File: src/rtl/morse_pkg.sv
// Shared types and constants for the Morse player: FSM states, default divider
// and the S..Z symbol patterns (1 = LED on, MSB plays first).
package morse_pkg;

    typedef enum logic [1:0] {
        IDLE = 2'd0,
        PLAY = 2'd1,
        GAP  = 2'd2
    } state_t;

    // 50 MHz clock, 2 Hz unit rate.
    localparam int DEFAULT_TICK_DIV = 25000000;

    localparam logic [15:0] MORSE_S_TO_Z [0:7] = '{
        16'hA800,  // S  ...
        16'hE000,  // T  -
        16'hAE00,  // U  ..-
        16'hAB80,  // V  ...-
        16'hBB80,  // W  .--
        16'hEAE0,  // X  -..-
        16'hEBB8,  // Y  -.--
        16'hEEA0   // Z  --..
    };

endpackage

File: src/rtl/morse_tick_gen.sv
// Loadable down-counter producing a one-cycle tick every TICK_DIV enabled cycles.
// clear restarts the count at TICK_DIV-1; the counter reloads itself on each tick.
module morse_tick_gen
    import morse_pkg::*;
#(
    parameter int TICK_DIV = DEFAULT_TICK_DIV
) (
    input  logic clock,
    input  logic reset_n,
    input  logic clear,
    input  logic en,
    output logic tick
);

    localparam int CW = (TICK_DIV > 1) ? $clog2(TICK_DIV) : 1;
    localparam logic [CW-1:0] RELOAD = CW'(TICK_DIV - 1);

    logic [CW-1:0] count;

    // NOTE: sequential state uses non-blocking assignments so every flop samples
    // pre-edge values, independent of block ordering.
    always_ff @(posedge clock or negedge reset_n) begin
        if (!reset_n)
            count <= '0;
        else if (clear || tick)
            count <= RELOAD;
        else if (en)
            count <= count - 1'b1;
    end

    assign tick = en && (count == '0);

endmodule

File: src/rtl/morse_player.sv
// Parametrised Morse pattern player: start/busy/done handshake with stop, MSB-first
// onto led. Define MORSE_REPEAT_EN to enable looping with a GAP_UNITS silent gap.
module morse_player
    import morse_pkg::*;
#(
    parameter int PAT_W     = 16,
    parameter int TICK_DIV  = DEFAULT_TICK_DIV,
    parameter int GAP_UNITS = 7,
    parameter int LEN_W     = $clog2(PAT_W + 1)
) (
    input  logic             clock,
    input  logic             reset_n,
    input  logic             start,
    input  logic             stop,
    input  logic [PAT_W-1:0] pattern,
    input  logic [LEN_W-1:0] len,
    input  logic             repeat_en,
    output logic             led,
    output logic             busy,
    output logic             done
);

    localparam int GAP_W = $clog2(GAP_UNITS + 1);
    localparam int CNT_W = (LEN_W > GAP_W) ? LEN_W : GAP_W;

    state_t           state, next_state;
    logic [PAT_W-1:0] shreg;
    logic [CNT_W-1:0] unit_cnt;
    logic [LEN_W-1:0] len_clamped;
    logic             tick, accept, last_unit, done_d;

`ifdef MORSE_REPEAT_EN
    logic [PAT_W-1:0] pat_q;
    logic [CNT_W-1:0] len_q;
`else
    logic unused_repeat_en;
    assign unused_repeat_en = repeat_en;
`endif

    assign len_clamped = (len > LEN_W'(PAT_W)) ? LEN_W'(PAT_W) : len;
    assign accept      = (state == IDLE) && start && !stop;
    assign last_unit   = tick && (unit_cnt == CNT_W'(1));

    morse_tick_gen #(.TICK_DIV(TICK_DIV)) u_tick (
        .clock   (clock),
        .reset_n (reset_n),
        .clear   (accept),
        .en      (state != IDLE),
        .tick    (tick)
    );

    always_ff @(posedge clock or negedge reset_n) begin
        if (!reset_n)
            state <= IDLE;
        else
            state <= next_state;
    end

    // NOTE: every combinational output gets a default first so no path leaves it
    // unassigned, which would otherwise infer a latch.
    always_comb begin
        next_state = state;
        done_d     = 1'b0;
        case (state)
            IDLE: begin
                if (accept) begin
                    if (len_clamped != '0)
                        next_state = PLAY;
                    else
                        done_d = 1'b1;
                end
            end
            PLAY: begin
                if (stop) begin
                    next_state = IDLE;
                end else if (last_unit) begin
                    done_d = 1'b1;
`ifdef MORSE_REPEAT_EN
                    next_state = repeat_en ? GAP : IDLE;
`else
                    next_state = IDLE;
`endif
                end
            end
`ifdef MORSE_REPEAT_EN
            GAP: begin
                if (stop)
                    next_state = IDLE;
                else if (last_unit)
                    next_state = PLAY;
            end
`endif
            default: next_state = IDLE;
        endcase
    end

    // unit_cnt counts remaining pattern units in PLAY and remaining silent units in GAP.
    always_ff @(posedge clock or negedge reset_n) begin
        if (!reset_n) begin
            shreg    <= '0;
            unit_cnt <= '0;
            done     <= 1'b0;
        end else begin
            done <= done_d;
            if (accept) begin
                shreg    <= pattern;
                unit_cnt <= CNT_W'(len_clamped);
`ifdef MORSE_REPEAT_EN
            end else if (state == PLAY && next_state == GAP) begin
                unit_cnt <= CNT_W'(GAP_UNITS);
            end else if (state == GAP && next_state == PLAY) begin
                shreg    <= pat_q;
                unit_cnt <= len_q;
`endif
            end else if (tick) begin
                shreg    <= shreg << 1;
                unit_cnt <= unit_cnt - 1'b1;
            end
        end
    end

`ifdef MORSE_REPEAT_EN
    always_ff @(posedge clock or negedge reset_n) begin
        if (!reset_n) begin
            pat_q <= '0;
            len_q <= '0;
        end else if (accept) begin
            pat_q <= pattern;
            len_q <= CNT_W'(len_clamped);
        end
    end
`endif

    assign led  = (state == PLAY) && shreg[PAT_W-1];
    assign busy = (state != IDLE);

endmodule

File: config.mk
export PLATFORM = sky130hd
export DESIGN_NAME = morse_player
export DESIGN_NICKNAME = d
export VERILOG_FILES = /design/src/rtl/morse_pkg.sv /design/src/rtl/morse_tick_gen.sv /design/src/rtl/morse_player.sv
export SDC_FILE = /design/constraint.sdc
export NUM_CORES = 1
export LEC_CHECK = 0
export CORE_ASPECT_RATIO = 1.75
export CORE_MARGIN = 3
export CORE_UTILIZATION = 45
export CTS_BUF_LIST = sky130_fd_sc_hd__clkbuf_4 sky130_fd_sc_hd__clkbuf_8
export DETAILED_ROUTE_END_ITERATION = 10
export PLACE_DENSITY = 0.69
export RECOVER_POWER = 25
export SLEW_MARGIN = 15
export SYNTH_ARGS = -nofsm -noshare
export SYNTH_HDL_FRONTEND = slang
export SYNTH_SLANG_ARGS = --single-unit
File: constraint.sdc
create_clock -name clock -period 1.99 [get_ports clock]
set_input_delay 0.199 -clock clock [delete_from_list [all_inputs] [get_ports clock]]
set_output_delay 0.199 -clock clock [all_outputs]
set_load 0.1 [all_outputs]
==> results_dict.tcl <==
set metrics [dict create \
    chipHeight_um 102 \
    cts_sinks 48 \
    grt_pass1_vias 2123 \
    hold-path-endpoint "shreg[0]" \
    synth_edf_count 0 \
    antenna_found_initial 0 \
    vias 2025 \
    clk_pin_slew_ns 0.10 \
    worst-path-max-fanout 12 \
    routabilityCongestion 0.831 \
    status "complete, but fails checks" \
    h-tree-depth 2 \
    worst_slack_ns -0.105 \
    fillCellCount 403 \
    clock_skew_ns 0.0166 \
    fin_nets 339 \
    grt.total_usage_pct 20.2 \
    ys_types 39 \
    r2r-end "shreg[5]" \
    avgSynthCellArea_um2 9.70 \
    dp_hpwl_um 3970 \
    final_cell_mix "dfrtp_1 (47), nand2_1 (39), buf_4 (36)" \
    failed_checks "setup timing" \
    end_kind "register" \
    syn_nets 275 \
    worst_pin_slew_ns 1.29 \
    grt_max_degree 25 \
    clock_path_buffers 2 \
    r2r_cells 7 \
    drtIter0Drc 47 \
    startpoint_type "register" \
    yosys_register_bits 48 \
    yosys_most_used_dff "dfrtp_1" \
    syn_area_mm2 0.00238 \
    max_freq_mhz 477 \
    n_antenna_cell 0 \
    core-area_mm2 0.00502 \
    rsz0062_at_grt "yes" \
    synth_top_family_by_area "simple AND/OR/NAND/NOR gates" \
    io_buffers 27 \
    drive_above_1_share_pct 29.4 \
    hold_path.class "input port to register" \
    timing.final.hold_violations 0 \
    leakage_nw 1.43 \
    worstHoldPathCells 3 \
    finalCritPeriodShare_pct 105 \
    max_stage_delay_ns 0.57 \
    die_area_mm2 0.00622 \
    post_cts.repair.setup_buffers 0 \
    placementRows 34 \
    arrival_ns 2.28 \
    r2r-start "u_tick.count[19]" \
    fin_cells 364 \
    slew_violations 0 \
    drc_errors 0 \
    pin_count 29 \
    finalSetupViolations 28 \
    viasPerCell 5.56 \
    synth_compound_area_share_pct 9.74 \
    die_x_um 60.9 \
    netlist_instances 245 \
    yosysWarnings 0 \
    rrSetupSlack_ns -0.10 \
    async_flop_share_pct 100 \
    crit_chain "or4_4 > nor4_4 > buf_4 > a21oi_4 > clkbuf_16 > nand2_2 > nand2_1" \
    grt_pass1_wl_um 9530 \
    insertion_delay_ns 0.31 \
    power.density_mw_per_mm2 707 \
    crit_type "register to register" \
    ant_nets 0 \
    min_from "pattern[0]" \
    cp.required_ns 2.18 \
    crit_slowest_cell "or4_4" \
    yosys.area_share.simple_pct 25.5 \
    initial_core_util_pct 47.3 \
    area_growth_pct 40.5 \
    mostFrequentLayoutCell "dfrtp_1" \
    cts_root_buf "clkbuf_8" \
    synth-seq-area-share_pct 50.6 \
    final_util_pct 66.5 \
    cap_violations 0 \
    wirelength_um 5650 \
    period_minus_slack_ns 2.09 \
    slew_headroom_pct 13.9 \
    gr-total-overflow 0 \
    fin_tns_setup_ns -1.55 \
    first_pass_iters 4 \
    cts_buffers 5 \
    synth_mux_area_share_pct 0 \
    wl_per_cell_um 15.5 \
    irDropWorstVdd_mv 0.634 \
    synth_xor_area_share_pct 8.85 \
    dp_cells 353 \
    synth_fa_ha_area_share_pct 2.11 \
    cts_tree "built" \
]
-- critical path, delay by kind of cell (launching register included) --
kind | cells | cell delay, ns
AO/OA/AOI/OAI | 1 | 0.09
buffers and inverters | 2 | 0.40
flip-flops | 1 | 0.42
AND/OR/NAND/NOR | 4 | 1.06
-- synth_stat cells, types with 2 or more instances --
cell,count,area share [%]
nand2_1,53,8.4
dfrtp_1,48,51
xnor2_1,19,7.0
a22oi_1,15,4.7
nor2_1,15,2.4
nor3_1,9,1.9
clkbuf_1,7,1.1
nand3_1,7,1.5
or3_1,7,1.8
inv_1,6,0.95
nor4_2,5,2.6
o21ai_0,5,1.1
or4_1,5,1.6
xor2_1,5,1.8
a21oi_1,4,0.84
ha_1,4,2.1
nor4_1,3,0.79
a32oi_1,2,0.74
and2_1,2,0.53
buf_2,2,0.42
nand3b_1,2,0.63
nor2b_1,2,0.53
or2_2,2,0.53
-- per-stage QoR --
| step | hold slack (ns) | cell area, um^2 | setup WS, ns | total power, mW |
|---|---|---|---|---|
| after floorplan | -0.0966 | 2470 | -0.172 | 1.42 |
| after global placement | 0.203 | 3050 | -0.0937 | 1.57 |
| after detailed placement | 0.211 | 3050 | -0.175 | 1.59 |
| after CTS | 0.420 | 3250 | -0.0702 | 2.35 |
| after global routing | 0.470 | 3340 | -0.130 | 2.47 |
| final | 0.454 | 3340 | -0.105 | 2.36 |
-- state kept, by name, indices dropped and copies added (netlist names) --
register      flops
unit_cnt          5
state             1
u_tick.count     25
shreg            16
done              1
-- area by class of cell --
| class | count | area (um^2) | area share [%] |
|---|---|---|---|
| timing repair buffer | 67 | 622 | 18.6 |
| clock buffer | 6 | 82.6 | 2.47 |
| multi-input combinational | 181 | 1300 | 38.9 |
| clock inverter | 2 | 38.8 | 1.16 |
| inverter | 6 | 22.5 | 0.675 |
| tap | 54 | 67.6 | 2.02 |
| sequential | 48 | 1200 | 36.1 |
-- worst max path at each step --
stage | cells after the start | end | slack [ns] | startpoint
after detailed placement | 6 | unit_cnt[1] | -0.18 | u_tick.count[7]
after floorplan | 7 | u_tick.count[16] | -0.17 | u_tick.count[5]
final | 7 | shreg[5] | -0.10 | u_tick.count[19]
after CTS | 5 | u_tick.count[16] | -0.07 | u_tick.count[4]
after global placement | 5 | u_tick.count[17] | -0.09 | u_tick.count[7]
after global routing | 7 | unit_cnt[0] | -0.13 | u_tick.count[19]
-- logic make-up (layout without fill, tap and decap cells) --
| family | Yosys count | after routing |
|---|---|---|
| adders and majority gates | 4 | 4 |
| AOI/OAI and AO/OA | 33 | 33 |
| DFF | 48 | 48 |
| xor gates and xnor gates | 24 | 24 |
| buffers and inverters | 17 | 81 |
| and+or+nand+nor | 119 | 120 |
-- layer usage --
layer  wire, um  track usage, %
met5          0               0
met4        158            8.85
met3        194            4.42
met2       3120            36.0
met1       2170            22.1
-- power breakdown --
part	total [mW]	internal, mW	switching [mW]
combinational	0.415	0.195	0.219
clock	0.754	0.411	0.343
sequential	1.19	1.09	0.0986
-- what timing repair did --
item	4_1_cts	5_1_grt
cloned	1	1
pin swaps	17	5
gates resized for setup	16	18
setup endpoints to repair	40	48
hold buffers	1	0
hold endpoints to repair	22	0
No activity file was read; power rests on OpenSTA's default activity.
